--- src/rtl/div4_seq.sv ---
`timescale 1ns/1ps
// -----------------------------------------------------------------------------
// div4_seq
// Sequential unsigned restoring divider for the alu4 datapath. It produces one
// quotient bit per clock by shift-and-subtract. Operands arrive on a
// valid/ready request channel, and results leave on a valid/ready response
// channel. Every output is registered.
//
// Ports:
//   clk          rising-edge clock
//   rst_n        asynchronous active-low reset
//   in_valid     request valid
//   in_ready     request accepted when in_valid && in_ready at a clk edge
//   dividend     numerator, sampled at the request handshake
//   divisor      denominator, sampled at the request handshake
//   out_valid    result valid
//   out_ready    consumer accepts the result
//   quotient     result quotient (all ones on divide by zero)
//   remainder    result remainder (dividend on divide by zero)
//   zero         quotient == 0
//   div_by_zero  divisor was 0
// -----------------------------------------------------------------------------
module div4_seq #(
    parameter int WIDTH = 4
) (
    input  logic             clk,
    input  logic             rst_n,
    input  logic             in_valid,
    output logic             in_ready,
    input  logic [WIDTH-1:0] dividend,
    input  logic [WIDTH-1:0] divisor,
    output logic             out_valid,
    input  logic             out_ready,
    output logic [WIDTH-1:0] quotient,
    output logic [WIDTH-1:0] remainder,
    output logic             zero,
    output logic             div_by_zero
);

    // The step counter must be able to hold WIDTH.
    localparam int CW = $clog2(WIDTH + 1);
    localparam logic [CW-1:0] LAST_STEP = CW'(WIDTH - 1);

    typedef enum logic [1:0] {
        IDLE,
        CALC,
        DONE
    } state_t;

    state_t           r_state;
    logic [WIDTH-1:0] r_rem;
    logic [WIDTH-1:0] r_q;
    logic [WIDTH-1:0] r_divisor;
    logic [CW-1:0]    r_count;
    logic             r_divZero;
    logic             r_inReady;
    logic             r_outValid;
    logic [WIDTH-1:0] r_quotient;
    logic [WIDTH-1:0] r_remainder;
    logic             r_zero;
    logic             r_dbz;

    logic [WIDTH:0]   w_remShift;
    logic [WIDTH:0]   w_diff;
    logic [WIDTH-1:0] w_remNext;
    logic [WIDTH-1:0] w_qNext;

    // One restoring step. The partial remainder always stays below the
    // divisor, so it fits in WIDTH bits. Only the shifted value needs the
    // extra bit, and the borrow out of the trial subtraction appears in the
    // MSB of w_diff.
    always_comb begin
        w_remShift = {r_rem, r_q[WIDTH-1]};
        w_diff     = w_remShift - {1'b0, r_divisor};
        w_remNext  = w_diff[WIDTH] ? w_remShift[WIDTH-1:0] : w_diff[WIDTH-1:0];
        w_qNext    = {r_q[WIDTH-2:0], ~w_diff[WIDTH]};
    end

    // Control FSM and datapath registers.
    // A divide-by-zero request also passes through CALC for a single cycle.
    // Its result is committed one edge after acceptance, so the response
    // timing stays fully registered for both paths.
    always_ff @(posedge clk or negedge rst_n) begin
        if (!rst_n) begin
            r_state     <= IDLE;
            r_rem       <= '0;
            r_q         <= '0;
            r_divisor   <= '0;
            r_count     <= '0;
            r_divZero   <= 1'b0;
            r_inReady   <= 1'b1;
            r_outValid  <= 1'b0;
            r_quotient  <= '0;
            r_remainder <= '0;
            r_zero      <= 1'b0;
            r_dbz       <= 1'b0;
        end else begin
            case (r_state)
                IDLE: begin
                    if (in_valid && r_inReady) begin
                        r_inReady <= 1'b0;
                        r_divisor <= divisor;
                        r_q       <= dividend;
                        r_rem     <= '0;
                        r_count   <= '0;
                        r_divZero <= (divisor == '0);
                        r_state   <= CALC;
                    end
                end

                CALC: begin
                    if (r_divZero) begin
                        r_quotient  <= '1;
                        r_remainder <= r_q;
                        r_zero      <= 1'b0;
                        r_dbz       <= 1'b1;
                        r_outValid  <= 1'b1;
                        r_state     <= DONE;
                    end else begin
                        r_rem   <= w_remNext;
                        r_q     <= w_qNext;
                        r_count <= r_count + CW'(1);
                        if (r_count == LAST_STEP) begin
                            r_quotient  <= w_qNext;
                            r_remainder <= w_remNext;
                            r_zero      <= (w_qNext == '0);
                            r_dbz       <= 1'b0;
                            r_outValid  <= 1'b1;
                            r_state     <= DONE;
                        end
                    end
                end

                DONE: begin
                    if (out_ready) begin
                        r_outValid <= 1'b0;
                        r_inReady  <= 1'b1;
                        r_state    <= IDLE;
                    end
                end

                default: begin
                    r_outValid <= 1'b0;
                    r_inReady  <= 1'b1;
                    r_state    <= IDLE;
                end
            endcase
        end
    end

    assign in_ready    = r_inReady;
    assign out_valid   = r_outValid;
    assign quotient    = r_quotient;
    assign remainder   = r_remainder;
    assign zero        = r_zero;
    assign div_by_zero = r_dbz;

endmodule

--- config.mk ---
export PLATFORM = sky130hd
export DESIGN_NAME = div4_seq
export DESIGN_NICKNAME = d
export VERILOG_FILES = /design/src/rtl/div4_seq.sv
export SDC_FILE = /design/constraint.sdc
export NUM_CORES = 1
export LEC_CHECK = 0
export ABC_AREA = 1
export BUFFER_PORTS_ARGS = -buffer_cell sky130_fd_sc_hd__buf_2
export CORE_MARGIN = 1.5
export CORE_UTILIZATION = 38
export DETAILED_ROUTE_END_ITERATION = 8
export HOLD_SLACK_MARGIN = 0.15
export PLACE_DENSITY_LB_ADDON = 0.25
export SYNTH_ARGS = -nofsm -noshare
export SYNTH_HDL_FRONTEND = slang
export SYNTH_SLANG_ARGS = --single-unit
--- constraint.sdc ---
create_clock -name clk -period 2.4 [get_ports clk]
set_input_delay 0.24 -clock clk [delete_from_list [all_inputs] [get_ports clk]]
set_output_delay 0.24 -clock clk [all_outputs]
set_load 0.02 [all_outputs]
After elaboration in Yosys (flattened, before gate mapping)
Cells that the tools add are included.
Storage, ports and cells
  register bits after elaboration: 30
  latch bits: 0
  memory bits (writable): 0
  memory bits (read-only): 0
  input bits: 12
  output and inout port bits: 12
  logic and storage cells: 66
  memories: 0
Operators by class
  add/subtract/negate cells: 2
  $mul: 0
  div/mod/pow operators: 0
  order comparisons: 0
  equality and inequality tests: 7
  shift-type cells: 0
  mux-type cells: 30
  bitwise gates (word level): 3
  reduce and logical (&&, ||, !) cells: 12
Operator list (count)
  two-way mux 4 bit: 9
  case mux 4 bit (2 select lines): 2
  AND reduction 3 bit: 4
  two-way mux 1 bit: 9
  logical NOT 4 bit: 2
  two-way mux 2 bit: 4
  two-way mux 3 bit: 2
  != test 2 bit, second input constant: 3
  case mux 1 bit (3 select lines): 2
  case mux 2 bit (3 select lines): 1
  case mux 3 bit (2 select lines): 1
  subtractor 5 x 4 -> 5 bit: 1
  AND reduction 2 bit: 2
  nonzero test 2 bit: 2
  adder 3 x 1 -> 3 bit, second input constant: 1
  equality test 3 x 2 -> 1 bit, second input constant: 1
  != test 3 bit, second input constant: 1
  NOT 1 bit: 3
  equality test 2 x 1 -> 1 bit, second input constant: 1
  equality test 2 bit, second input constant: 1
  logical NOT 2 bit: 1
  logical AND 1 bit: 1

Depth between registers and ports, before layout
Gate-level depths: netlist of run 1.
  word-level depth: 5
  gate-level depth with buffers: 13

Worst setup path after synthesis of run 1
OpenSTA, ideal clock, no wires.
  path kind: register -> register
  start point: reg r_q[3]
  end point: reg r_remainder[3], in the netlist remainder[3]
  library setup time: 0.116 ns
  data arrival time: 1.632 ns
  slack: 0.651 ns
  stages on the path, launching flop included: 13
  buffers on the path: 0
  period minus slack after synthesis: 1.749 ns
  path through: dfrtp_1 > inv_1 > ha_1 > inv_1 > fa_1 > nand3_1 > nand3_2 > nand2_4 > nand2_1 > nand2_1 > nand2_1 > nand2_1 > nand2_1
Between the ends
  word-level cells in the longest chain between the ends: 4
RTL lines
  start: declaration: line 52  | logic [WIDTH-1:0] r_q;
  start signal: assignment: line 103  | r_q <= dividend;
  start signal: assignment: line 121  | r_q <= w_qNext;
  subtractor 5 x 4 -> 5 bit: line 74  | w_diff = w_remShift - {1'b0, r_divisor};
  two-way mux 4 bit: line 75  | w_remNext = w_diff[WIDTH] ? w_remShift[WIDTH-1:0] : w_diff[WIDTH-1:0];
  two-way mux 4 bit: line 123  | if (r_count == LAST_STEP) begin
  two-way mux 4 bit *: line 112  | if (r_divZero) begin
  end signal: assignment: line 114  | r_remainder <= r_q;
  end signal: assignment: line 125  | r_remainder <= w_remNext;
  end: declaration: line 59  | logic [WIDTH-1:0] r_remainder;
Every way passes the cells marked *; elsewhere a longest branch is shown, timed or not. The select of a mux whose other input is x is not followed.
A chain may end at the register's enable or synchronous reset.

Worst setup path in the final report of run 1
Same ends and word-level chain as after synthesis.

==> results.toml, run 1 <==
[status]
status = "complete, no violations"

[finish]
nets = 228
drive_above_1_share_pct = 28.57
area_growth_pct = 17.07
multi_input_area_um2 = 753.2
antenna_cells = 0
fin_cells = 260
n_fill_cell = 402
seqCellArea_um2 = 752.0

[global_routing]
grt.total_usage_pct = 16.97
antenna_found_initial = 0
grt_pass1_wl_um = 5644
grt_max_degree = 31
overflow = 0
gr-max-usage-layer = "met2"
grt_pass1_vias = 1239
grt_use_met3_pct = 4.934
use_met2_pct = 25.49
grtUsageMet1_pct = 22.61

[power]
vdd_drop_max_v = 0.0007643
power_density_mw_per_mm2 = 1600
p_leak_uw = 0.0009687

[placed_design]
placedCellCount = 250
finalWeightedCongestion = 0.8646
io_buffers = 23
dp_hpwl_um = 2459

[route]
drc_errors = 0
drt_iter0_drc = 67
ant_nets = 0
wl_per_cell_um = 12.94
first_pass_iters = 4
via_per_inst = 4.942
vias = 1285
routed_wl_um = 3364

[die]
ios = 24
die_area_mm2 = 0.004623
initial_core_util_pct = 39.84
rows = 23
core_area_mm2 = 0.004029
fp.dieH_um = 68.00
die_w_um = 68.00

[sta]
fin_worst_skew_ns = 0.003486
grt_setup_unrepaired = "false"
hold_viol_final = 0
period_minus_slack_ns = 1.902
period_share_pct = 79.24
relSlewSlack_pct = 54.76
worst_pin_slew_ns = 0.6787
fmax_ghz = 0.5259
drv_slew = 0
tns_ns = 0
setup_viol = 0

[worst_setup_path]
cp_slowest_cell = "fa_1"
rr_endpoint = "remainder[3]$_DFFE_PN0P_"
cp_cell_sequence = "inv_1, ha_1, inv_1, fa_1, nand3_1, nand3_2, nand2_4, nand2_1, nand2_1, nand2_1, nand2_1, nand2_1"
cp.arrival_ns = 2.08
rr_worst_depth = 12
startpoint_type = "flip-flop"
r2r_setup_slack_ns = 0.50
end_kind = "flip-flop"
reg2reg_from = "r_q[3]$_DFFE_PN0P_"
worst-setup-path-type = "reg -> reg"
required_ns = 2.58
cpPeakStageDelay_ns = 0.42
critical_path_peak_fanout = 7
crit_top_cell = "nand2_1"
cp-endpoint = "remainder[3]$_DFFE_PN0P_"
cp-startpoint = "r_q[3]$_DFFE_PN0P_"

[synthesis]
syn-num-nets = 198
synth_warnings = 0
yosysUniqueCellTypes = 33
synth_edf_count = 0
syn-instance-count = 179
netlist_area_mm2 = 0.001605
avgSynthCellArea_um2 = 8.968
async_reset_ff_share_pct = 100.0
synth-seq-area-share_pct = 46.84
synthFlopType = "dfrtp_1"
synth-seq-cells = 30

[clock_tree]
cts_inserted_buffers = 5
clk_path_buf_depth = 2
htreeDepth = 2
cts_tree = "built"
clkSinkCount = 30
clk_latency_ns = 0.28
clkSlewWorstSetupHoldPaths_ns = 0.06
cts-root-buf = "clkbuf_8"

[worst_hold_path]
hold_class = "in -> reg"

[job]
drv_cap = 0
## worst max-delay path: cells and delay by family (launching register included)
kind | cells | cell delay [ns]
buffers and inverters | 2 | 0.15
and+or+nand+nor | 8 | 0.71
DFF | 1 | 0.37
adders and majority gates | 2 | 0.57
## worst min-delay path by stage
stage                                          to       start  slack (ns)  depth (start not counted)
after global routing        r_divZero$_DFFE_PN0P_  divisor[3]        0.16                          2
final                       r_divZero$_DFFE_PN0P_  divisor[3]        0.16                          2
after global placement    quotient[3]$_DFFE_PN0P_       rst_n        0.32                          1
after CTS                   r_divZero$_DFFE_PN0P_  divisor[3]        0.15                          2
after floorplan           div_by_zero$_DFFE_PN0P_       rst_n       -0.06                          0
after detailed placement  quotient[0]$_DFFE_PN0P_       rst_n        0.32                          1
## report_power, final
| part | switching [uW] | total, uW | internal, uW | leakage [uW] |
|---|---|---|---|---|
| clock | 180 | 410 | 231 | 0.0000482 |
| sequential | 145 | 881 | 737 | 0.000378 |
| combinational | 1060 | 1710 | 657 | 0.000543 |
## flip-flops by register name (all words and copies together) (netlist names)
signal	count
r_q	4
quotient	4
out_valid	1
r_count	3
zero	1
div_by_zero	1
r_state	2
r_divZero	1
r_divisor	4
in_ready	1
r_rem	4
remainder	4
## cells by family after synthesis
logic type	Yosys count	synth area share, %
fa+ha+maj	7	5.924
buf+inv	24	6.236
compound gates	34	13.33
flops	30	46.84
simple gates	83	27.12
xor+xnor	1	0.5457
## routing by layer
metal | share of wire, % | wire length, um
met4 | 1.7 | 57
met2 | 45 | 1497
met3 | 4.2 | 141
met1 | 50 | 1667
met5 | 0 | 0
## timing repair
action	CTS	global route
hold endpoints to repair	30	0
setup buffers	0	0
hold buffers	2	0
gates resized for setup	0	0
## cells in the final DEF (no fill, tap or decap)
master         synthesis  final
nand2_1               52     52
dfrtp_1               29     29
buf_2                  0     23
inv_1                 16     16
nand3_1               10     10
o21ai_0                9      9
o21ai_1                7      7
a21oi_1                7      7
ha_1                   6      6
clkbuf_8               0      6
inv_2                  5      5
nand2_2                4      4
nand2_4                3      3
and2_4                 3      3
o21ai_2                3      3
nor2_4                 2      2
o21a_1                 2      2
nor2_1                 2      2
o22ai_1                2      2
dlygate4sd3_1          0      2
nand2_8                1      1
inv_4                  1      1
nor3_1                 1      1
nor2_2                 1      1
nand3_2                1      1
or2_4                  1      1
nand3_4                1      1
nand3b_1               1      1
o41ai_2                1      1
xnor2_1                1      1
o31ai_1                1      1
a21oi_2                1      1
a22oi_2                1      1
fa_1                   1      1
clkinv_2               0      1
clkbuf_1               0      1
dfstp_2                1      1
## cells in the mapped netlist, types with 2 or more instances
| cell type | n | area [um2] |
|---|---|---|
| nand2_2 | 4 | 25.02 |
| o22ai_1 | 2 | 12.51 |
| a21oi_1 | 7 | 35.03 |
| dfrtp_1 | 29 | 725.7 |
| nor2_1 | 2 | 7.510 |
| inv_2 | 5 | 18.77 |
| nor2_4 | 2 | 22.52 |
| buf_4 | 2 | 15.01 |
| inv_1 | 16 | 60.06 |
| o21ai_2 | 3 | 26.28 |
| o21ai_1 | 7 | 35.03 |
| nand3_1 | 10 | 50.05 |
| and2_4 | 3 | 26.28 |
| nand2_1 | 52 | 195.2 |
| o21a_1 | 2 | 15.01 |
| nand2_4 | 3 | 33.78 |
| ha_1 | 6 | 75.07 |
| o21ai_0 | 9 | 45.04 |
## layout make-up
class | count | area share (%)
Multi-Input combinational cell | 125 | 40.08
Sequential cell | 30 | 40.01
Timing Repair Buffer | 25 | 7.190
Clock buffer | 7 | 4.594
Inverter | 22 | 4.527
Tap cell | 50 | 3.329
Clock inverter | 1 | 0.2663
## metrics by stage
| stage | hold WS (ns) | cell area, um2 | worst slack (ns) | power, uW | util, % |
|---|---|---|---|---|---|
| 2_1_floorplan | -0.05559 | 1605 | 0.6512 | 2222 | - |
| 3_3_place_gp | 0.3171 | 1768 | 0.5679 | 2591 | 43.88 |
| 3_5_place_dp | 0.3171 | 1768 | 0.5167 | 2610 | 43.88 |
| 4_1_cts | 0.1527 | 1879 | 0.5044 | 3044 | 46.65 |
| 5_1_grt | 0.1604 | 1879 | 0.3732 | 3293 | 46.65 |
| 6_report | 0.1597 | 1879 | 0.4983 | 3006 | 46.65 |
Power figures use the tool's default switching activity.
==> run 2, diff against run 1 <==
==> constraint.sdc (replaced) <==
create_clock -name clk -period 1.7 [get_ports clk]
set_input_delay 0.17 -clock clk [delete_from_list [all_inputs] [get_ports clk]]
set_output_delay 0.17 -clock clk [all_outputs]
set_load 0.02 [all_outputs]
==> run 2 against run 1 <==
The run now ends with setup timing left. Total power rose by 59%. Combinational power rose by 67%. Routed wire length rose by 2.0%. Flip-flop and latch count did not move. Die area did not move. First-iteration DRC count rose by 18%. Sequential share of layout area fell by 3.3 points. Clock power rose by 74%.
==> results.toml, run 2 (synthesized netlist as in run 1, its figures left out) <==
[route]
first_pass_iters = 4
vias = 1273
via_per_inst = 4.732
ant_nets = 0
wl_met1_um = 1634
drc_errors = 0
wl_per_cell_um = 12.75
drt_iter0_drc = 79
wl_met2_um = 1590
wl_met3_um = 146
routed.top_layer = "met4"
routed_wl_um = 3430

[die]
fp.dieH_um = 68.00
die_area_mm2 = 0.004623
rows = 23
ios = 24
initial_core_util_pct = 39.84
die_w_um = 68.00
core_area_mm2 = 0.004029

[power]
power_density_mw_per_mm2 = 2342
p_leak_uw = 0.001042
vdd_drop_max_v = 0.001037

[clock_tree]
clkSlewWorstSetupHoldPaths_ns = 0.06
clkSinkCount = 30
clk_latency_ns = 0.29
cts-root-buf = "clkbuf_8"
cts_inserted_buffers = 5
clk_path_buf_depth = 2
cts_tree = "built"
htreeDepth = 2

[sta]
hold_viol_final = 0
tns_ns = -0.03681
setup_viol = 3
layout_setup_ws_ns = -0.01702
grt_setup_unrepaired = "true"
period_share_pct = 101.0
relSlewSlack_pct = 55.58
fmax_ghz = 0.5824
drv_slew = 0
period_minus_slack_ns = 1.717
worst_pin_slew_ns = 0.6663
fin_worst_skew_ns = 0.004523

[worst_setup_path]
cp.arrival_ns = 1.93
required_ns = 1.92
critical_path_peak_fanout = 5
reg2reg_from = "r_q[3]$_DFFE_PN0P_"
startpoint_type = "flip-flop"
end_kind = "flip-flop"
rr_endpoint = "r_rem[0]$_DFFE_PN0P_"
rr_worst_depth = 10
worst-setup-path-type = "reg -> reg"
r2r_setup_slack_ns = -0.02
cp-startpoint = "r_q[3]$_DFFE_PN0P_"

[global_routing]
antenna_found_initial = 0
grt.total_usage_pct = 16.96
overflow = 0
grt_max_degree = 31
grt_pass1_vias = 1278
grt_pass1_wl_um = 5658

[placed_design]
io_buffers = 23
finalWeightedCongestion = 0.8101
dp_slack_ns = -0.1272
dp_hpwl_um = 2504

[finish]
final_common_cell = "nand2_1"
seqCellArea_um2 = 752.0
drive_above_1_share_pct = 37.90
multi_input_area_um2 = 827.0
nets = 237
area_growth_pct = 27.51
final_cell_mix = "48 x nand2_1, 29 x dfrtp_1, 23 x buf_2"
n_fill_cell = 372
antenna_cells = 0

[worst_hold_path]
hold_end = "r_q[0]$_DFFE_PN0P_"
worstHoldPathCells = 3
hold_class = "in -> reg"
holdCritStartpoint = "dividend[0]"

[job]
drv_cap = 0

[status]
status = "finished, violations left"
violations = "setup timing"
==> run 2: worst max path at each step <==
stage | depth (start not counted) | slack (ns) | end
floorplan | 12 | 0.002 | remainder[3]$_DFFE_PN0P_
global placement | 11 | -0.07 | quotient[0]$_DFFE_PN0P_
detailed placement | 11 | -0.13 | quotient[0]$_DFFE_PN0P_
CTS | 11 | -0.05 | quotient[0]$_DFFE_PN0P_
global route | 12 | -0.10 | remainder[3]$_DFFE_PN0P_
finish | 10 | -0.02 | r_rem[0]$_DFFE_PN0P_
==> run 2: metal layers <==
| metal | up-vias | global-route usage (%) |
|---|---|---|
| met5 | - | 0 |
| met4 | 0 | 8.000 |
| met3 | 8 | 3.947 |
| met2 | 26 | 25.36 |
| met1 | 573 | 23.07 |
| li1 | 666 | - |
==> run 2: cell type report <==
class                      instances  area share (%)
inverter                          22           4.156
clock inverter                     3           1.956
multi-input combinational        125           40.40
tap                               50           3.056
sequential                        30           36.74
clock buffer                       5           3.362
timing repair buffer              34           10.33
==> run 2: critical path, cell delays in order (launching register included) <==
cell and delay, ns:
dfrtp_1 0.38, inv_2 0.08, ha_4 0.12, inv_2 0.03, fa_2 0.36, nand2_2 0.08
nand2_2 0.06, nand3_4 0.09, nand3_1 0.15, and2_4 0.20, o21ai_2 0.10
==> run 2: metrics by stage <==
| stage | hold WS [ns] | cell area [um2] | power, uW | std cells | utilization [%] |
|---|---|---|---|---|---|
| 2_1_floorplan | -0.1256 | 1608 | 3144 | 179 | - |
| 3_3_place_gp | 0.2589 | 1800 | 3757 | 254 | 44.69 |
| 3_5_place_dp | 0.2592 | 1800 | 3757 | 254 | 44.69 |
| 4_1_cts | 0.1617 | 2022 | 4725 | 268 | 50.19 |
| 5_1_grt | 0.1785 | 2047 | 5195 | 269 | 50.81 |
| 6_report | 0.1633 | 2047 | 4794 | 269 | 50.81 |
==> run 2: power by group <==
| group | switching, uW | leakage (uW) | internal (uW) | total [uW] |
|---|---|---|---|---|
| Sequential | 191 | 0.000378 | 1040 | 1230 |
| Combinational | 1680 | 0.000606 | 1170 | 2850 |
| Clock | 282 | 0.0000579 | 431 | 713 |
==> run 2: repair_timing <==
action                                 in CTS  in global routing
pin swaps                                  11                  7
setup buffers                               2                  1
setup endpoints to repair                  10                 11
gates resized for setup                    14                  4
hold buffers                                4                  0
endpoints found under the hold margin      33                  0
==> run 3, diff against run 2 <==
==> constraint.sdc (replaced) <==
create_clock -name clk -period 2.18 [get_ports clk]
set_input_delay 0.218 -clock clk [delete_from_list [all_inputs] [get_ports clk]]
set_output_delay 0.218 -clock clk [all_outputs]
set_load 0.02 [all_outputs]
==> run 3 against run 2 <==
The flow now finishes without violations. Die area unchanged. Flip-flop and latch count unchanged. Worst hold slack better by 0.00091 ns. Total power down 31%. Critical path depth up 2. Count of clock-buffer cells in the layout up 2. Register-to-register slack better by 0.30 ns. Largest cell class unchanged.
==> results.toml, run 3 (synthesized netlist as in run 1, its figures left out) <==
[worst_hold_path]
hold_class = "in -> reg"
hold_end = "r_divisor[3]$_DFFE_PN0P_"
holdCritStartpoint = "divisor[3]"
worstHoldPathCells = 3

[finish]
nets = 229
final_cell_mix = "52 x nand2_1, 29 x dfrtp_1, 23 x buf_2"
fin_area_mm2 = 0.001889
final_common_cell = "nand2_1"
area_growth_pct = 17.69
drive_above_1_share_pct = 28.44
utilization_pct = 46.89
antenna_cells = 0

[sta]
period_minus_slack_ns = 1.901
hold_ws_ns = 0.1642
period_share_pct = 87.19
setup_viol = 0
tns_ns = 0
worst_pin_slew_ns = 0.6809
fin_worst_skew_ns = 0.004296
grt_setup_unrepaired = "false"
relSlewSlack_pct = 54.60
hold_viol_final = 0
drv_slew = 0
fmax_ghz = 0.5261

[clock_tree]
ctsResizeCount = 0
clkSlewWorstSetupHoldPaths_ns = 0.06
clkSinkCount = 30
clk_path_buf_depth = 2
cts_inserted_buffers = 5
cts_tree = "built"
clk_latency_ns = 0.28
htreeDepth = 2
cts-root-buf = "clkbuf_8"

[die]
fp.dieH_um = 68.00
core_area_mm2 = 0.004029
rows = 23
die_area_mm2 = 0.004623
initial_core_util_pct = 39.84
die_w_um = 68.00
ios = 24

[status]
status = "complete, no violations"

[power]
power_density_mw_per_mm2 = 1754
p_leak_uw = 0.0009753
power.total_uw = 3313
vdd_drop_max_v = 0.0008049

[route]
drc_errors = 0
routed_wl_um = 3360
via_per_inst = 4.866
ant_nets = 0
drt_iter0_drc = 59
wl_per_cell_um = 12.87
vias = 1270
first_pass_iters = 4

[worst_setup_path]
cp.arrival_ns = 2.08
rr_endpoint = "remainder[3]$_DFFE_PN0P_"
r2r_setup_slack_ns = 0.28
critical_path_peak_fanout = 7
rr_worst_depth = 12
end_kind = "flip-flop"
worst-setup-path-type = "reg -> reg"
required_ns = 2.36
startpoint_type = "flip-flop"
reg2reg_from = "r_q[3]$_DFFE_PN0P_"

[global_routing]
grt_max_degree = 31
overflow = 0
grt.total_usage_pct = 17.06
grt_pass1_vias = 1206
grt_pass1_wl_um = 5589
antenna_found_initial = 0

[placed_design]
dp_hpwl_um = 2453
finalWeightedCongestion = 0.8647
io_buffers = 23
placed_area_mm2 = 0.001768

[job]
drv_cap = 0
## run 3: metrics by stage
stage / worst slack (ns) / cells
CTS: 0.2850 / 261
detailed placement: 0.2994 / 250
finish: 0.2793 / 261
global route: 0.1515 / 261
floorplan: 0.4312 / 179
global placement: 0.3479 / 250
## run 3: critical path, cell delays in order (launching register included)
cell     delay (ns)
dfrtp_1        0.37
inv_1          0.09
ha_1           0.15
inv_1          0.06
fa_1           0.42
nand3_1        0.12
nand3_2        0.15
nand2_4        0.15
nand2_1        0.06
nand2_1        0.07
nand2_1        0.05
nand2_1        0.06
nand2_1        0.04
## run 3: layout make-up
class                           instances  area, um2
Multi-Input combinational cell        125      753.2
Tap cell                               50      62.56
Sequential cell                        30      752.0
Timing Repair Buffer                   26      145.1
Inverter                               22      85.08
Clock buffer                            7      86.33
Fill cell                             394       2140
Clock inverter                          1      5.005
## run 3: what timing repair did
item | in CTS | in global routing
hold buffers | 3 | 0
setup buffers | 0 | 0
hold endpoints to repair | 31 | 0
## run 3: worst max-delay path by stage
stage | end | depth (start not counted) | slack, ns | start
after global placement | remainder[3]$_DFFE_PN0P_ | 12 | 0.35 | r_q[3]$_DFFE_PN0P_
after global routing | remainder[3]$_DFFE_PN0P_ | 12 | 0.15 | r_q[3]$_DFFE_PN0P_
after floorplan | remainder[3]$_DFFE_PN0P_ | 12 | 0.43 | r_q[3]$_DFFE_PN0P_
after detailed placement | remainder[3]$_DFFE_PN0P_ | 12 | 0.30 | r_q[3]$_DFFE_PN0P_
after CTS | remainder[3]$_DFFE_PN0P_ | 12 | 0.28 | r_q[3]$_DFFE_PN0P_
final | remainder[3]$_DFFE_PN0P_ | 12 | 0.28 | r_q[3]$_DFFE_PN0P_
## run 3: where the power goes
part           internal [uW]  total, uW  switching, uW
combinational            729       1890           1160
sequential               811        971            160
clock                    254        451            197
total                   1790       3310           1520
## run 3: routing by layer
layer	vias up	GRT usage (%)	wire length [um]
li1	647	-	-
met1	594	22.88	1639
met2	23	24.76	1503
met3	6	6.908	168
met4	0	6.000	48
met5	-	0	0
